$ cat src/rtl/block_accumulator.sv
// Consumes one streamed product block and reduces it to an unsigned sum and a maximum.
// The result is held under a valid/ready handshake until downstream accepts it.
module block_accumulator #(
  parameter int DATA_W  = 16,
  parameter int DEPTH   = 64,
  parameter int CNT_W   = $clog2(DEPTH) + 1,
  parameter int SUM_W   = DATA_W + $clog2(DEPTH),
  parameter int TIMEOUT = 16
) (
  input  logic              clk,
  input  logic              rst,
  input  logic              start,
  input  logic              src_full,
  output logic              EN_blockRead,
  input  logic              VALID_memVal,
  input  logic [DATA_W-1:0] memVal_data,
  output logic              busy,
  output logic              result_valid,
  input  logic              result_ready,
  output logic [SUM_W-1:0]  sum_out,
  output logic [DATA_W-1:0] max_out,
  output logic              err_timeout
);

  localparam int STALL_W = $clog2(TIMEOUT + 1);

  typedef enum logic [1:0] {
    IDLE  = 2'd0,
    REQ   = 2'd1,
    ACCUM = 2'd2,
    DONE  = 2'd3
  } state_t;

  state_t              state, state_next;
  logic [CNT_W-1:0]    word_cnt, word_cnt_next;
  logic [STALL_W-1:0]  stall_cnt, stall_cnt_next;
  logic [SUM_W-1:0]    sum_next;
  logic [DATA_W-1:0]   max_next;
  logic                err_next;

  // Next-state and datapath update; sum_out/max_out double as the accumulators.
  always_comb begin
    state_next     = state;
    word_cnt_next  = word_cnt;
    stall_cnt_next = stall_cnt;
    sum_next       = sum_out;
    max_next       = max_out;
    err_next       = 1'b0;
    case (state)
      IDLE: begin
        if (start && src_full) begin
          state_next     = REQ;
          word_cnt_next  = '0;
          stall_cnt_next = '0;
          sum_next       = '0;
          max_next       = '0;
        end else begin
          state_next = IDLE;
        end
      end
      REQ, ACCUM: begin
        if (VALID_memVal) begin
          sum_next       = sum_out + SUM_W'(memVal_data);
          max_next       = (memVal_data > max_out) ? memVal_data : max_out;
          word_cnt_next  = word_cnt + CNT_W'(1);
          stall_cnt_next = '0;
          state_next     = (word_cnt == CNT_W'(DEPTH - 1)) ? DONE : ACCUM;
        end else if (state == REQ) begin
          // The request cycle itself is not counted as a stall.
          state_next = ACCUM;
        end else if (stall_cnt == STALL_W'(TIMEOUT - 1)) begin
          state_next     = IDLE;
          err_next       = 1'b1;
          word_cnt_next  = '0;
          stall_cnt_next = '0;
          sum_next       = '0;
          max_next       = '0;
        end else begin
          stall_cnt_next = stall_cnt + STALL_W'(1);
          state_next     = ACCUM;
        end
      end
      DONE: begin
        if (result_ready) begin
          state_next = IDLE;
        end else begin
          state_next = DONE;
        end
      end
      default: begin
        state_next = IDLE;
      end
    endcase
  end

  // State, counters and registered outputs; strobes are decoded from the next state.
  always_ff @(posedge clk) begin
    if (rst) begin
      state        <= IDLE;
      word_cnt     <= '0;
      stall_cnt    <= '0;
      sum_out      <= '0;
      max_out      <= '0;
      EN_blockRead <= 1'b0;
      busy         <= 1'b0;
      result_valid <= 1'b0;
      err_timeout  <= 1'b0;
    end else begin
      state        <= state_next;
      word_cnt     <= word_cnt_next;
      stall_cnt    <= stall_cnt_next;
      sum_out      <= sum_next;
      max_out      <= max_next;
      EN_blockRead <= (state_next == REQ);
      busy         <= (state_next != IDLE);
      result_valid <= (state_next == DONE);
      err_timeout  <= err_next;
    end
  end

endmodule

$ cat config.mk
export PLATFORM = sky130hd
export DESIGN_NAME = block_accumulator
export DESIGN_NICKNAME = d
export VERILOG_FILES = /design/src/rtl/block_accumulator.sv
export SDC_FILE = /design/constraint.sdc
export NUM_CORES = 1
export LEC_CHECK = 0
export ABC_AREA = 1
export BUFFER_PORTS_ARGS = -buffer_cell sky130_fd_sc_hd__buf_2
export CAP_MARGIN = 20
export CORE_AREA = 5 5 104 106
export CTS_CLUSTER_DIAMETER = 50
export DETAILED_ROUTE_END_ITERATION = 12
export DIE_AREA = 0 0 109 111
export PLACE_DENSITY = 0.66
export SYNTH_ARGS = -nofsm -noshare
export SYNTH_HDL_FRONTEND = slang
export SYNTH_SLANG_ARGS = --single-unit
$ cat constraint.sdc
create_clock -name clk -period 1.8 [get_ports clk]
set_input_delay 0.27 -clock clk [delete_from_list [all_inputs] [get_ports clk]]
set_output_delay 0.27 -clock clk [all_outputs]
set_load 0.005 [all_outputs]
Word-level counts from Yosys, hierarchy flattened --
Cells that the tools add are included.
Word-level totals: flip-flop bits (word level) 56, output and inout bits 42, logic and storage cells 63
Cells by class: add/sub/neg operators 3, magnitude comparators 1, equal/unequal tests 11, muxes and demuxes 29, bitwise operators 1, reductions and logical operators 9
Operators with widths (count):
- 2-to-1 mux 22 bit | 4
- 2-to-1 mux 16 bit | 5
- one-hot mux 22 bit (2 select lines) | 1
- one-hot mux 16 bit (2 select lines) | 1
- 2-to-1 mux 7 bit | 4
- adder 22 x 16 -> 22 bit | 1
- 2-to-1 mux 5 bit | 4
- greater-than comparator 16 bit | 1
- one-hot mux 7 bit (2 select lines) | 1
- one-hot mux 5 bit (2 select lines) | 1
- inequality test 3 bit, second input constant | 3
- 2-to-1 mux 2 bit | 4
- adder 7 x 1 -> 7 bit, second input constant | 1
- == test 7 x 6 -> 1 bit, second input constant | 1
- == test 2 bit, second input constant | 3
- one-hot mux 2 bit (3 select lines) | 1
- adder 5 x 1 -> 5 bit, second input constant | 1
- == test 5 x 4 -> 1 bit, second input constant | 1
- AND reduction 5 bit | 1
- == test 2 x 1 -> 1 bit, second input constant | 2
- AND reduction 4 bit | 1
- nonzero test 2 bit | 2
- OR reduction 4 bit | 1
- 2-to-1 mux 1 bit | 3
- 6 further kinds | 6

Logic depth before layout (Yosys ltp) --
word-level depth 6, depth in mapped cells 15, depth with buffers taken out 14

Worst setup path after synthesis --
OpenSTA, ideal clock, no wires.
path type reg2reg, start point reg sum_out[0], end point reg sum_out[20], arrival 1.669 ns, data required time 1.682 ns, path slack 0.013 ns, cell stages (with the launch flop) 14, path buffers 0, clock period less this slack 1.787 ns, path through dfxtp_1 > ha_1 > inv_1 > fa_1 > inv_1 > nand3_1 > nand2_1 > nand2_1 > nand2_1 > nand3_1 > nand2_1 > nand3_1 > nand2_1 > o21ai_1
Between the ends: word-level cells in the longest chain between the ends 3
RTL lines:
- from (decl) | line 20 | output logic [SUM_W-1:0] sum_out,
- from (signal assigned) | line 112 | sum_out <= sum_next;
- adder 22 x 16 -> 22 bit | line 63 | sum_next = sum_out + SUM_W'(memVal_data);
- 2-to-1 mux 22 bit | line 62 | if (VALID_memVal) begin
- one-hot mux 22 bit (2 select lines) | line 49 | case (state)
No other way between the ends. A chain may end at the register's enable or synchronous reset.

Worst setup path in the final report --
start point reg max_out[13], end point reg max_out[0]
Between the ends: word-level cells in the longest chain between the ends 3
RTL lines:
- from (decl) | line 21 | output logic [DATA_W-1:0] max_out,
- from (signal assigned) | line 113 | max_out <= max_next;
- greater-than comparator 16 bit | line 64 | max_next = (memVal_data > max_out) ? memVal_data : max_out;
- inequality test 3 bit (no source line)
- AND reduction 5 bit (no source line)
No other way between the ends.

==> run metrics <==
outcome=completed; area of the multi-input gates=0.002950 sq mm; count of cell types in the netlist=46; P per Cell Area=460.6 mW/mm^2; NumNets Final=744; Crit. End Element=flip-flop; Worst setup SP type=flip-flop; Initial DRC Count=186; Total Power=2551 uW; Fmax=0.5640 GHz; YS warnings=0; routability cong.=0.8989; clock sink total=56; placeable core area=0.009684 sq mm; number of max-cap violations=0; register bit total from synthesis=56; Cells after DPL=787; register area share after synthesis=29.43%; IO Pins=64; CTS Buf Count=5; first-pass GRT wire length=18.33 mm; minimum clock period=1773 ps; Starting Density=39.34%; Port Buf Inserts=63; initial antenna violation count=0; RSZ-0062 raised after global routing=yes; CTS Hold Buffers Added=0; Avg Cell Area, Syn=6.840 sq um; number of flops mapped to enable cells by yosys=0; drt via density=5.147; post-synth top area share=29.43%; setup violators final=0; LEAKAGE=0.002500 uW; vias in the first global route=3934; pin count of the biggest net entering global routing=23; residual DRC count=0; max_slew headroom=78.45%; diode count=0; TNS Setup=0 ps; Post-Route WL=11.95 mm; maximum clock path buffer count=2; share of cells above drive strength 1=42.69%; final hold violations=0; CTS tree=done; post-DP HPWL=8.616 mm; Max IR drop VDD=0.3879 mV; Most used DFF post-synth=dfxtp_1; worst slew pin tran=319.9 ps; FF+latch area=0.001156 sq mm; Overflow after GRT=0; Synth Cell Area=0.003810 sq mm; Clock Skew=9.806 ps; Yosys top cell by area=dfxtp_1; Rows=36; Slew Viols, Final=0; Gate Count Post-Synth=557; synth top area cells=dfxtp_1, nand2_1, ha_1; Synth async-reset ratio=0%; H-tree levels=2; GRT Total Usage=18.57%; Crit Path Class=reg -> reg; die height=111 microns; Clock Latency Late Sink=320 ps; wire per inst=14.63 microns; Pre-Repair DR Iteration Count=4; Worst Path Required=2010 ps; Die ar.=0.01210 sq mm; crit-path max FO=8; Arr. time, crit path=1980 ps; CTS root buf=clkbuf_8; clock-pin slew on the worst setup and hold paths=110 ps; worst min-delay path class=in -> reg; Area Overhead vs Synth=45.35%; die extent in x=109 microns; syn_nets=617; Final Cycle Share=98.50%; fill cell count=902; vias=4205; antenna-violating nets left=0; Non-Filler Instances=817
## final timing paths
kind                            cells after the start  slack (ps)                 endpoint                     start
worst max-delay path                               10          30  max_out[0]$_SDFFE_PP0P_  max_out[13]$_SDFFE_PP0P_
worst min-delay path                                2         220   err_timeout$_SDFF_PP0_              VALID_memVal
worst min register to register                      2         470  max_out[5]$_SDFFE_PP0P_   max_out[5]$_SDFFE_PP0P_
worst max register to register                     10          30  max_out[0]$_SDFFE_PP0P_  max_out[13]$_SDFFE_PP0P_
## worst max-delay path, stage by stage, from the launching register on
cell,delay [ps]
dfxtp_2,350
inv_2,40
ha_4,270
nand2_4,50
nor2_4,120
nor3b_4,230
nand2_2,90
nand2_4,120
nand3_4,180
nand3_2,140
a21oi_2,60
## state kept, by name (all words and copies together) (netlist names)
signal	cells
EN_blockRead	1
busy	1
err_timeout	1
max_out	16
result_valid	1
stall_cnt	5
state	2
sum_out	22
word_cnt	7
## through the flow
stage          cell area [sq um]  util (%)  hold WS [ps]  worst slack (ps)
3_5_place_dp                4552     47.00         471.0            -186.2
6_report                    5538     57.18         219.8             26.94
5_1_grt                     5538     57.18         214.1            -73.65
3_3_place_gp                4552     47.00         459.1            -159.7
2_1_floorplan               3810         -         347.4             13.42
4_1_cts                     4743     48.98         214.2             4.266
## layout by cell type (no fill, tap or decap), types with 3 or more instances in the layout
| master | n |
|---|---|
| nand3_2 | 12 |
| inv_2 | 10 |
| dfxtp_2 | 28 |
| a21oi_1 | 30 |
| ha_4 | 25 |
| ha_1 | 9 |
| inv_1 | 66 |
| dfxtp_1 | 28 |
| nand2_2 | 18 |
| o211ai_1 | 3 |
| buf_4 | 64 |
| buf_2 | 63 |
| nand2_4 | 5 |
| o21ai_1 | 12 |
| nand3_1 | 32 |
| nand4_1 | 23 |
| nor2_2 | 7 |
| a21oi_2 | 18 |
| o21ai_0 | 23 |
| nor2_1 | 30 |
| o21ai_2 | 3 |
| ha_2 | 3 |
| nand3_4 | 3 |
| a21o_1 | 5 |
| nor3_2 | 6 |
| nor2_4 | 5 |
| nand2_1 | 113 |
| clkbuf_8 | 6 |
## cell type report
type                       instances  share of cell area [%]
multi-input combinational        411                   53.28
sequential                        56                   20.88
timing repair buffer             132                   15.77
inverter                          78                   5.423
tap                              133                   3.005
clock buffer                       6                   1.491
clock inverter                     1                  0.1582
## synth_stat cells, types with 2 or more instances
cell      instances
nand2_2           2
buf_2             5
o21ai_2           3
o21ai_0          33
nand2_4           2
a22o_1            2
o21bai_1          2
a31oi_1           2
nand3_1          45
buf_6             3
o21ai_1           3
ha_1             37
a21o_1            5
nand2_1         133
o211ai_1          3
inv_1            75
nor2_1           38
xor2_1            2
clkbuf_1          2
nor2_4            3
nor3_1            8
nand4_1          23
dfxtp_1          56
inv_4             2
a21oi_1          47
## routing by layer
metal	up-vias	GRT usage [%]	share of wire, %
li1	2113	-	-
met5	-	0	0
met1	1955	23.73	44
met2	118	31.74	49
met4	0	3.451	1.1
met3	19	4.310	5.4
## cell families (layout without fill, tap and decap cells)
| logic type | count (synthesis) | count (layout) | synth area share (%) |
|---|---|---|---|
| XOR/XNOR | 3 | 3 | 0.6898 |
| AO/OA/AOI/OAI | 107 | 107 | 15.99 |
| adder cells (fa/ha/maj) | 38 | 38 | 12.68 |
| buffers and inverters | 91 | 217 | 10.25 |
| flip-flops | 56 | 56 | 29.43 |
| AND/OR/NAND/NOR | 262 | 263 | 30.97 |
## what timing repair did
item                       4_1_cts  5_1_grt
buffers inserted                 4       17
gates cloned                     1        1
setup endpoints to repair       24       46
pin swaps                        6       31
resized for setup               17      149
## power by group
group | internal (uW) | switching, uW
sequential | 1250 | 9.38
clock | 309 | 436
combinational | 229 | 319
total | 1790 | 764
No activity file was read; power rests on OpenSTA's default activity.
